===== src/rtl/handwrite_canvas_pkg.sv =====
`default_nettype none
// ---------------------------------------------------------------------------
// | Module   : handwrite_canvas_pkg                                         |
// | Purpose  : Shared types and helpers for the handwriting capture canvas:  |
// |            top-level state encoding, brush shape selector values,        |
// |            mouse packet width and the row-major cell index function.     |
// | Ports    : none (package)                                                |
// | Revision : 1.0  initial release                                          |
// ---------------------------------------------------------------------------
package handwrite_canvas_pkg;

   // Top-level operating state: drawing with the mouse, or streaming pixels.
   typedef enum logic [0:0] {
      ST_DRAW   = 1'b0,
      ST_STREAM = 1'b1
   } state_t;

   // Brush shape selector value for the plus-shaped brush.
   localparam int BRUSH_SHAPE_PLUS = 1;

   // Width of a PS/2 relative motion field (9-bit two's complement).
   localparam int MOVE_W = 9;

   // Row-major bit index of cell (x, y) in a canvas that is w cells wide.
   function automatic int unsigned cell_index(input int unsigned x,
                                              input int unsigned y,
                                              input int unsigned w);
      return y * w + x;
   endfunction

endpackage
`default_nettype wire


===== src/rtl/handwrite_canvas_mouse_axis_accum.sv =====
`default_nettype none
// ---------------------------------------------------------------------------
// | Module   : mouse_axis_accum                                             |
// | Purpose  : One axis of the cursor. Holds a fixed-point position with     |
// |            SCALE_SHIFT fraction bits, adds (or subtracts when INVERT)    |
// |            the sign-extended mouse delta, and clamps to the canvas.      |
// | Ports    : clk, rst      clock / synchronous active-high reset           |
// |            i_en          apply i_delta on this edge                      |
// |            i_delta       signed motion count                             |
// |            o_cursor      registered integer cell coordinate              |
// |            o_cursor_next coordinate the next edge will load              |
// | Revision : 1.0  initial release                                          |
// ---------------------------------------------------------------------------
module mouse_axis_accum
   import handwrite_canvas_pkg::*;
#(
   parameter int N           = 30,
   parameter int SCALE_SHIFT = 2,
   parameter int INVERT      = 0
) (
   input  logic                     clk,
   input  logic                     rst,
   input  logic                     i_en,
   input  logic signed [MOVE_W-1:0] i_delta,
   output logic [$clog2(N)-1:0]     o_cursor,
   output logic [$clog2(N)-1:0]     o_cursor_next
);

   localparam int POS_W = $clog2(N) + SCALE_SHIFT;
   // Headroom so position +/- any 9-bit delta never overflows the sum.
   localparam int SUM_W = POS_W + MOVE_W + 2;

   localparam logic [POS_W-1:0]        POS_MAX = POS_W'((N << SCALE_SHIFT) - 1);
   localparam logic [POS_W-1:0]        POS_RST = POS_W'((N / 2) << SCALE_SHIFT);
   localparam logic signed [SUM_W-1:0] SUM_MAX = SUM_W'((N << SCALE_SHIFT) - 1);

   logic [POS_W-1:0]        pos_q, pos_d;
   logic signed [SUM_W-1:0] pos_ext, delta_ext, sum;

   always_comb begin
      pos_ext   = $signed({{(SUM_W-POS_W){1'b0}}, pos_q});
      delta_ext = SUM_W'(i_delta);
      // Screen y grows downward while mouse dy is positive upward.
      if (INVERT != 0) begin
         sum = pos_ext - delta_ext;
      end else begin
         sum = pos_ext + delta_ext;
      end

      pos_d = pos_q;
      if (i_en) begin
         if (sum[SUM_W-1]) begin
            pos_d = '0;
         end else if (sum > SUM_MAX) begin
            pos_d = POS_MAX;
         end else begin
            pos_d = sum[POS_W-1:0];
         end
      end
   end

   always_ff @(posedge clk) begin
      if (rst) begin
         pos_q <= POS_RST;
      end else begin
         pos_q <= pos_d;
      end
   end

   assign o_cursor      = pos_q[POS_W-1:SCALE_SHIFT];
   assign o_cursor_next = pos_d[POS_W-1:SCALE_SHIFT];

endmodule
`default_nettype wire


===== src/rtl/handwrite_canvas.sv =====
`default_nettype none
// ---------------------------------------------------------------------------
// | Module   : handwrite_canvas                                             |
// | Purpose  : Mouse-driven handwriting canvas. Tracks a clamped cursor from |
// |            PS/2 relative motion, paints/erases cells with a single or    |
// |            plus-shaped brush, exposes the bitmap flat, and on submit     |
// |            streams it row-major as PIXEL_W-bit pixels (valid/ready).     |
// | Ports    : clk, rst                 clock / sync active-high reset       |
// |            i_mouse_valid, i_move_x, i_move_y, i_lmb, i_rmb  mouse packet |
// |            i_clear, i_submit        clear canvas / start stream pulses   |
// |            i_pixel_ready            downstream ready                     |
// |            o_pixel, o_pixel_valid   streamed pixel and its valid         |
// |            o_stream_done            pulse after the last pixel accepted  |
// |            o_busy                   streaming in progress                |
// |            o_cursor_x, o_cursor_y   cursor cell (row 0 = top)            |
// |            o_canvas                 bitmap, bit y*CANVAS_W+x             |
// | Revision : 1.0  initial release                                          |
// ---------------------------------------------------------------------------
module handwrite_canvas
   import handwrite_canvas_pkg::*;
#(
   parameter int CANVAS_W    = 30,
   parameter int CANVAS_H    = 30,
   parameter int SCALE_SHIFT = 2,
   parameter int PIXEL_W     = 8,
   parameter int BRUSH_PLUS  = 0
) (
   input  logic                          clk,
   input  logic                          rst,
   input  logic                          i_mouse_valid,
   input  logic [MOVE_W-1:0]             i_move_x,
   input  logic [MOVE_W-1:0]             i_move_y,
   input  logic                          i_lmb,
   input  logic                          i_rmb,
   input  logic                          i_clear,
   input  logic                          i_submit,
   input  logic                          i_pixel_ready,
   output logic [PIXEL_W-1:0]            o_pixel,
   output logic                          o_pixel_valid,
   output logic                          o_stream_done,
   output logic                          o_busy,
   output logic [$clog2(CANVAS_W)-1:0]   o_cursor_x,
   output logic [$clog2(CANVAS_H)-1:0]   o_cursor_y,
   output logic [CANVAS_W*CANVAS_H-1:0]  o_canvas
);

   localparam int CX_W    = $clog2(CANVAS_W);
   localparam int CY_W    = $clog2(CANVAS_H);
   localparam int N_CELLS = CANVAS_W * CANVAS_H;
   localparam int IDX_W   = $clog2(N_CELLS);
   localparam logic [IDX_W-1:0] IDX_LAST = IDX_W'(N_CELLS - 1);

   state_t               state_q, state_d;
   logic [IDX_W-1:0]     idx_q, idx_d;
   logic [N_CELLS-1:0]   canvas_q, canvas_d;
   logic                 done_q, done_d;

   logic                 mouse_en;
   logic [CX_W-1:0]      cur_x, cur_x_nxt;
   logic [CY_W-1:0]      cur_y, cur_y_nxt;
   logic [N_CELLS-1:0]   brush_mask;

   // Motion is only honoured while drawing; a clear in the same cycle wins.
   assign mouse_en = i_mouse_valid && (state_q == ST_DRAW) && !i_clear;

   mouse_axis_accum #(
      .N           (CANVAS_W),
      .SCALE_SHIFT (SCALE_SHIFT),
      .INVERT      (0)
   ) u_axis_x (
      .clk           (clk),
      .rst           (rst),
      .i_en          (mouse_en),
      .i_delta       (i_move_x),
      .o_cursor      (cur_x),
      .o_cursor_next (cur_x_nxt)
   );

   mouse_axis_accum #(
      .N           (CANVAS_H),
      .SCALE_SHIFT (SCALE_SHIFT),
      .INVERT      (1)
   ) u_axis_y (
      .clk           (clk),
      .rst           (rst),
      .i_en          (mouse_en),
      .i_delta       (i_move_y),
      .o_cursor      (cur_y),
      .o_cursor_next (cur_y_nxt)
   );

   // Brush footprint around the cursor position being loaded this edge.
   // Each cell decides whether it is the centre or a neighbour; neighbour
   // terms for cells on the canvas edge are removed at elaboration time, so
   // clipping is implicit and a row never wraps into the next one.
   for (genvar gy = 0; gy < CANVAS_H; gy++) begin : g_row
      for (genvar gx = 0; gx < CANVAS_W; gx++) begin : g_col
         logic hit_c;
         logic hit_n;

         assign hit_c = (cur_x_nxt == CX_W'(gx)) && (cur_y_nxt == CY_W'(gy));

         if (BRUSH_PLUS == BRUSH_SHAPE_PLUS) begin : g_plus
            localparam bit HAS_L = (gx > 0);
            localparam bit HAS_R = (gx + 1 < CANVAS_W);
            localparam bit HAS_U = (gy > 0);
            localparam bit HAS_D = (gy + 1 < CANVAS_H);
            logic same_row, same_col;
            assign same_row = (cur_y_nxt == CY_W'(gy));
            assign same_col = (cur_x_nxt == CX_W'(gx));
            assign hit_n =
               (same_row && ((HAS_L && (cur_x_nxt == CX_W'(gx - 1))) ||
                             (HAS_R && (cur_x_nxt == CX_W'(gx + 1))))) ||
               (same_col && ((HAS_U && (cur_y_nxt == CY_W'(gy - 1))) ||
                             (HAS_D && (cur_y_nxt == CY_W'(gy + 1)))));
         end else begin : g_single
            assign hit_n = 1'b0;
         end

         assign brush_mask[cell_index(gx, gy, CANVAS_W)] = hit_c | hit_n;
      end
   end

   always_comb begin
      state_d  = state_q;
      idx_d    = idx_q;
      canvas_d = canvas_q;
      done_d   = 1'b0;

      if (i_clear) begin
         canvas_d = '0;
         state_d  = ST_DRAW;
         idx_d    = '0;
      end else begin
         case (state_q)
            ST_DRAW: begin
               if (mouse_en && i_lmb) begin
                  canvas_d = canvas_q | brush_mask;
               end else if (mouse_en && i_rmb) begin
                  canvas_d = canvas_q & ~brush_mask;
               end
               if (i_submit) begin
                  state_d = ST_STREAM;
                  idx_d   = '0;
               end
            end
            ST_STREAM: begin
               if (i_pixel_ready) begin
                  if (idx_q == IDX_LAST) begin
                     state_d = ST_DRAW;
                     idx_d   = '0;
                     done_d  = 1'b1;
                  end else begin
                     idx_d = idx_q + IDX_W'(1);
                  end
               end
            end
            default: begin
               state_d = ST_DRAW;
            end
         endcase
      end
   end

   always_ff @(posedge clk) begin
      if (rst) begin
         state_q  <= ST_DRAW;
         idx_q    <= '0;
         canvas_q <= '0;
         done_q   <= 1'b0;
      end else begin
         state_q  <= state_d;
         idx_q    <= idx_d;
         canvas_q <= canvas_d;
         done_q   <= done_d;
      end
   end

   // Pixel comes straight from the held index; the canvas is frozen while
   // streaming (only a clear can touch it, and that also drops valid).
   assign o_pixel       = ((state_q == ST_STREAM) && canvas_q[idx_q]) ? '1 : '0;
   assign o_pixel_valid = (state_q == ST_STREAM);
   assign o_busy        = (state_q == ST_STREAM);
   assign o_stream_done = done_q;
   assign o_cursor_x    = cur_x;
   assign o_cursor_y    = cur_y;
   assign o_canvas      = canvas_q;

endmodule
`default_nettype wire


===== config.mk =====
export PLATFORM = sky130hd
export DESIGN_NAME = handwrite_canvas
export DESIGN_NICKNAME = d
export VERILOG_FILES = /design/src/rtl/handwrite_canvas_pkg.sv /design/src/rtl/handwrite_canvas_mouse_axis_accum.sv /design/src/rtl/handwrite_canvas.sv
export SDC_FILE = /design/constraint.sdc
export NUM_CORES = 2
export LEC_CHECK = 0
export BUFFER_PORTS_ARGS = -buffer_cell sky130_fd_sc_hd__clkbuf_2
export CAP_MARGIN = 5
export CORE_AREA = 2 2 373 375
export CTS_CLUSTER_DIAMETER = 120
export CTS_CLUSTER_SIZE = 12
export DETAILED_ROUTE_END_ITERATION = 10
export DIE_AREA = 0 0 375 377
export PLACE_DENSITY = 0.65
export SYNTH_ARGS = -nofsm -noshare
export SYNTH_HDL_FRONTEND = slang
export SYNTH_SLANG_ARGS = --single-unit

===== constraint.sdc =====
create_clock -name clk -period 3.4 [get_ports clk]
set_input_delay 0.34 -clock clk [delete_from_list [all_inputs] [get_ports clk]]
set_output_delay 0.34 -clock clk [all_outputs]
set_load 0.005 [all_outputs]

# Word-level counts from Yosys, hierarchy flattened
# Index checks and enable logic that the tools add are counted.
# Widths: inputs -> output; s select.
totals:
  ff_bits: 926
  inputBits: 26
  out_inout_bits: 921
  word_cells: 1013
classes:
  addsub: 3
  magnitude_cmp: 3
  n_eq_ne: 61
  mux: 20
  n_bitwise: 5
  n_reduce_logical: 913
ops:
  columns: ["operator", "n"]
  rows:
  - ["$mux 900", 2]
  - ["$logic_and 1x1->1", 905]
  - ["$and 900x900->900", 1]
  - ["$not 900->900", 1]
  - ["$or 900x900->900", 1]
  - ["$eq 5x5->1 const B", 28]
  - ["$eq 5x4->1 const B", 16]
  - ["$mux 7", 6]
  - ["$eq 5x3->1 const B", 8]
  - ["$gt 18x8->1 const B", 2]
  - ["$mux 10", 3]
  - ["$eq 5x2->1 const B", 4]
  - ["$pmux 10 s2", 1]
  - ["$lt 10x11->1 const B", 1]
  - ["$add 10x1->10 const B", 1]
  - ["$add 8x9->10", 1]
  - ["$bmux 1 s10", 1]
  - ["$eq 10x10->1 const B", 1]
  - ["$eq 5x1->1 const B", 2]
  - ["$logic_not 5->1", 2]
  - ["$sub 8x9->10", 1]
  - ["$mux 8", 1]
  - ["$mux 1", 5]
  - ["$ne 2x2->1 const B", 2]
  - ["other kinds (7)", 9]

# Logic depth before layout (Yosys ltp)
logic_depth:
  ltp_word: 11
  ltp_mapped: 16
  depth_no_buf: 13

# Cells and area by module
# A second synthesis with hierarchy kept.
unflattened:
  cells_unflattened: 5270
  hier_area_um2: 44587.8
modules_own_cells:
  columns: ["module", "instances", "cells_per_inst", "area_each_um2", "seq_area_each_um2"]
  rows:
  - ["handwrite_canvas", 1, 5058, 42887.4, 18257.5]
  - ["mouse_axis_accum at u_axis_x", 1, 112, 888.4, 140.1]
  - ["mouse_axis_accum at u_axis_y", 1, 100, 812.0, 140.1]

# Least setup slack after synthesis
# Ideal clock, no wire load.
synth_path:
  kind: "register to output"
  start: "reg idx_q[1]"
  end: "out o_pixel[1]"
  arrival_time_ps: 3503
  required_time_ps: 3060
  path_slack_ps: -443
  stages_incl_launch_ff: 16
  path_buffers: 6
  cell_sequence: "dfxtp_1 buf_2 buf_4 buf_2 clkbuf_1 clkbuf_1 mux4_2 mux2i_1 nor3_1 nor4_1 o21ai_0 a21oi_1 nand2_1 o31ai_1 o41ai_1 buf_4"
synth_between:
  elab_chain_cells: 4
synth_rtl:
  columns: ["item", "line_no", "text"]
  rows:
  - ["start: declaration", "handwrite_canvas.sv:54", "logic [IDX_W-1:0] idx_q, idx_d;"]
  - ["start signal: assignment", "handwrite_canvas.sv:173", "idx_q <= idx_d;"]
  - ["$bmux 1 s10", "handwrite_canvas.sv:181", "assign o_pixel = ((state_q == ST_STREAM) && canvas_q[idx_q]) ? '1 : '0;"]
  - ["$mux 1 (not written as such)", "handwrite_canvas.sv:181", null]
  - ["$logic_and 1x1->1", "handwrite_canvas.sv:181", null]
  - ["$mux 8", "handwrite_canvas.sv:181", null]
  - ["end: declaration", "handwrite_canvas.sv:38", "output logic [PIXEL_W-1:0] o_pixel,"]
# No other way between the ends. The select of a mux whose other input is x is not followed.

# Worst setup path in the final report
layout_path:
  start: "reg idx_q[0]"
  end: "out o_pixel[7]"
# Same word-level chain as after synthesis.

==> results.py <==
metrics = {
    "yosys": {
        "syn_nets": 4263,
        "synth_cell_types": 86,
        "syn_area_um2": 45020,
        "async_flop_share_pct": 0,
        "yosys.area.top_type": "dfxtp_1",
        "synth_edf_count": 0,
        "synth_ff_type": "dfxtp_1",
        "synth_top_family_by_area": "compound AO/OA/AOI/OAI gates",
        "synthCells": 4220,
        "yosys_warnings": 0,
        "synth-simple-area-share_pct": 3.243,
        "muxShareOfSynthArea_pct": 13.92,
        "synth-seq-cells": 926,
        "synth_adder_area_share_pct": 0.5058,
        "synth.area.top_cells": "dfxtp_1 (41%), mux4_2 (13%), o31ai_1 (13%), o211ai_1 (13%), clkbuf_1 (3.9%)",
        "synth_compound_area_share_pct": 33.64,
        "synth_top_area_share_pct": 41.18,
        "yosysSeqAreaShare_pct": 41.18,
        "synth-xor-area-share_pct": 0.1529,
        "syn_avg_cell_area_um2": 10.67,
    },
    "cells_and_area": {
        "fin_cells": 7477,
        "final_nets": 5708,
        "syn_to_final_growth_pct": 52.51,
        "final_area_um2": 68660,
        "drive_gt1_share_pct": 48.46,
        "layout_commonest_cell": "clkbuf_2",
        "layout_common_cells": "clkbuf_2 (938), dfxtp_1 (918), o211ai_1 (771)",
    },
    "grt": {
        "overflow": 0,
        "grt_pass1_wl_um": 351600,
        "grtUsageTotal_pct": 34.66,
        "grt_antenna_before_repair": 15,
        "grt_pass1_vias": 45448,
        "grt_max_degree": 170,
    },
    "sta": {
        "fin_skew_ns": 0.02943,
        "setup_ws_ns": -0.9446,
        "drv_slew": 0,
        "setup_tns_ns": -142.76,
        "rsz0062_at_grt": "yes",
        "min_period_over_period_pct": 127.8,
        "worst_pin_slew_ns": 1.034,
        "worst_slew_margin_rel_pct": 31.05,
        "max_freq_mhz": 230.2,
        "hold_violations": 0,
        "min_period_ns": 4.345,
        "setup_violations": 900,
    },
    "clock_tree": {
        "clock_latency_ns": 0.74,
        "cts_made_buffers": 90,
        "cts_sinks": 926,
        "clock_tree.buffer_depth": 3,
        "htree_levels": 3,
        "clk_pin_slew_worst_paths_ns": 0.07,
        "cts_tree": "done",
        "cts-root-buf": "clkbuf_16",
    },
    "min_path": {
        "timing.hold.worst.class": "in -> reg",
    },
    "placed_design": {
        "io_buffers": 946,
        "dp_hpwl_um": 165600,
        "place_area_um2": 57800,
        "place.gp.congestion": 0.9164,
        "dp_cells": 7048,
        "place_ws_ns": -0.8042,
    },
    "route": {
        "drtIter0Drc": 7463,
        "drc_errors": 0,
        "via_per_inst": 6.717,
        "wire_per_inst_um": 36.76,
        "ant_nets": 0,
        "routed_wl_um": 274900,
        "via_count": 50225,
        "dr.pass1.iters": 6,
    },
    "setup_path": {
        "crit_arrival_ns": 4.00,
        "end_kind": "primary output",
        "path_max_fanout": 8,
        "worstPathCellList": "buf_12, buf_16, buf_8, mux4_2, mux4_2, a22oi_2, nand2_2, a21oi_4, o221a_2, or4_4, o41ai_4, buf_6, buf_6",
        "cp_slowest_cell": "mux4_2",
        "required_ns": 3.06,
        "criticalPathCategory": "reg -> out",
        "cp-start-kind": "flop",
        "max_stage_delay_ns": 0.52,
    },
    "power": {
        "p_leak_nw": 26.20,
        "p_per_area_nw_per_um2": 362.2,
        "vdd_drop_max_mv": 0.3429,
    },
    "die": {
        "die_h_um": 377,
        "initial_core_util_pct": 32.86,
        "die_width_um": 375,
        "ios": 947,
        "core-area_um2": 137000,
        "rows": 136,
        "die_area_um2": 141400,
    },
    "outcome": {
        "violations": "negative setup slack",
        "status": "finished with violations",
    },
    "job": {
        "cap_violations": 0,
    },
}
[worst max-delay path, delay by kind of cell, from the launching register on]
family	cells	cell delay, ns
multiplexers	2	1.02
AO/OA/AOI/OAI	4	0.83
buffers and inverters	5	0.72
flip-flops	1	0.37
AND/OR/NAND/NOR	2	0.28
[final cells by class]
type,count,area (µm²)
clock inverters,9,78.83
repair buffers,2061,19540
inverters,19,71.32
multi-input cells,2567,25830
diodes,6,15.01
well taps,1794,2245
fillers,11969,68330
flip-flops and latches,926,18560
clock buffers,95,2323
[path summary, 6_finish.rpt]
kind	start	end	slack [ns]	cells past startpoint
setup / recovery	idx_q[0]	o_pixel[7]	-0.94	13
hold / removal	i_move_x[0]	u_axis_x.pos_q[0]	0.12	4
setup reg to reg	u_axis_y.pos_q[0]	flop	-0.43	21
hold reg to reg	u_axis_y.pos_q[0]	u_axis_y.pos_q[0]	0.47	2
[logic make-up after synthesis]
kind of cell	Yosys count
multiplexers	296
AO/OA/AOI/OAI	1974
XOR/XNOR	7
AND/OR/NAND/NOR	271
buffers and inverters	729
flip-flops	926
adder cells (fa/ha/maj)	17
[timing repair]
action / 4_1_cts / 5_1_grt
cloned: 82 / 51
pin swaps: 138 / 140
resized for setup: 357 / 352
hold buffers: 3 / 0
buffers inserted: 127 / 90
hold endpoints to repair: 9 / 0
endpoints found under the setup margin: 900 / 908
[stage by stage]
step / hold slack [ns] / total power, W / utilization, %
floorplan: 0.4319 / 0.01241 / -
global placement: 0.4404 / 0.01392 / 42.19
detailed placement: 0.4542 / 0.01397 / 42.19
CTS: 0.05527 / 0.02409 / 47.66
global route: 0.1036 / 0.02533 / 50.12
finish: 0.1179 / 0.02487 / 50.12
[metal layers]
layer	vias to the layer above	GRT usage, %	share of wire [%]
met5	-	0	0.035
met4	10	22.95	8.5
met3	1074	10.21	13
met2	4175	53.67	43
met1	24599	41.76	35
li1	20367	-	-
[cells in the mapped netlist, types with 52 or more instances]
| master | number |
|---|---|
| o311ai_0 | 74 |
| clkbuf_1 | 467 |
| dfxtp_1 | 926 |
| buf_4 | 57 |
| nand2_1 | 60 |
| o41ai_1 | 128 |
| o31ai_1 | 779 |
| nand3_1 | 62 |
| o211ai_1 | 771 |
| buf_2 | 116 |
| mux4_2 | 264 |
| o311ai_1 | 52 |
[where the power goes]
part           internal [W]  total (W)  switching [W]
clock               0.00482    0.00936        0.00455
sequential           0.0109     0.0109      0.0000167
combinational       0.00200    0.00463        0.00263
total                0.0177     0.0249        0.00719
Power figures use the tool's default switching activity.
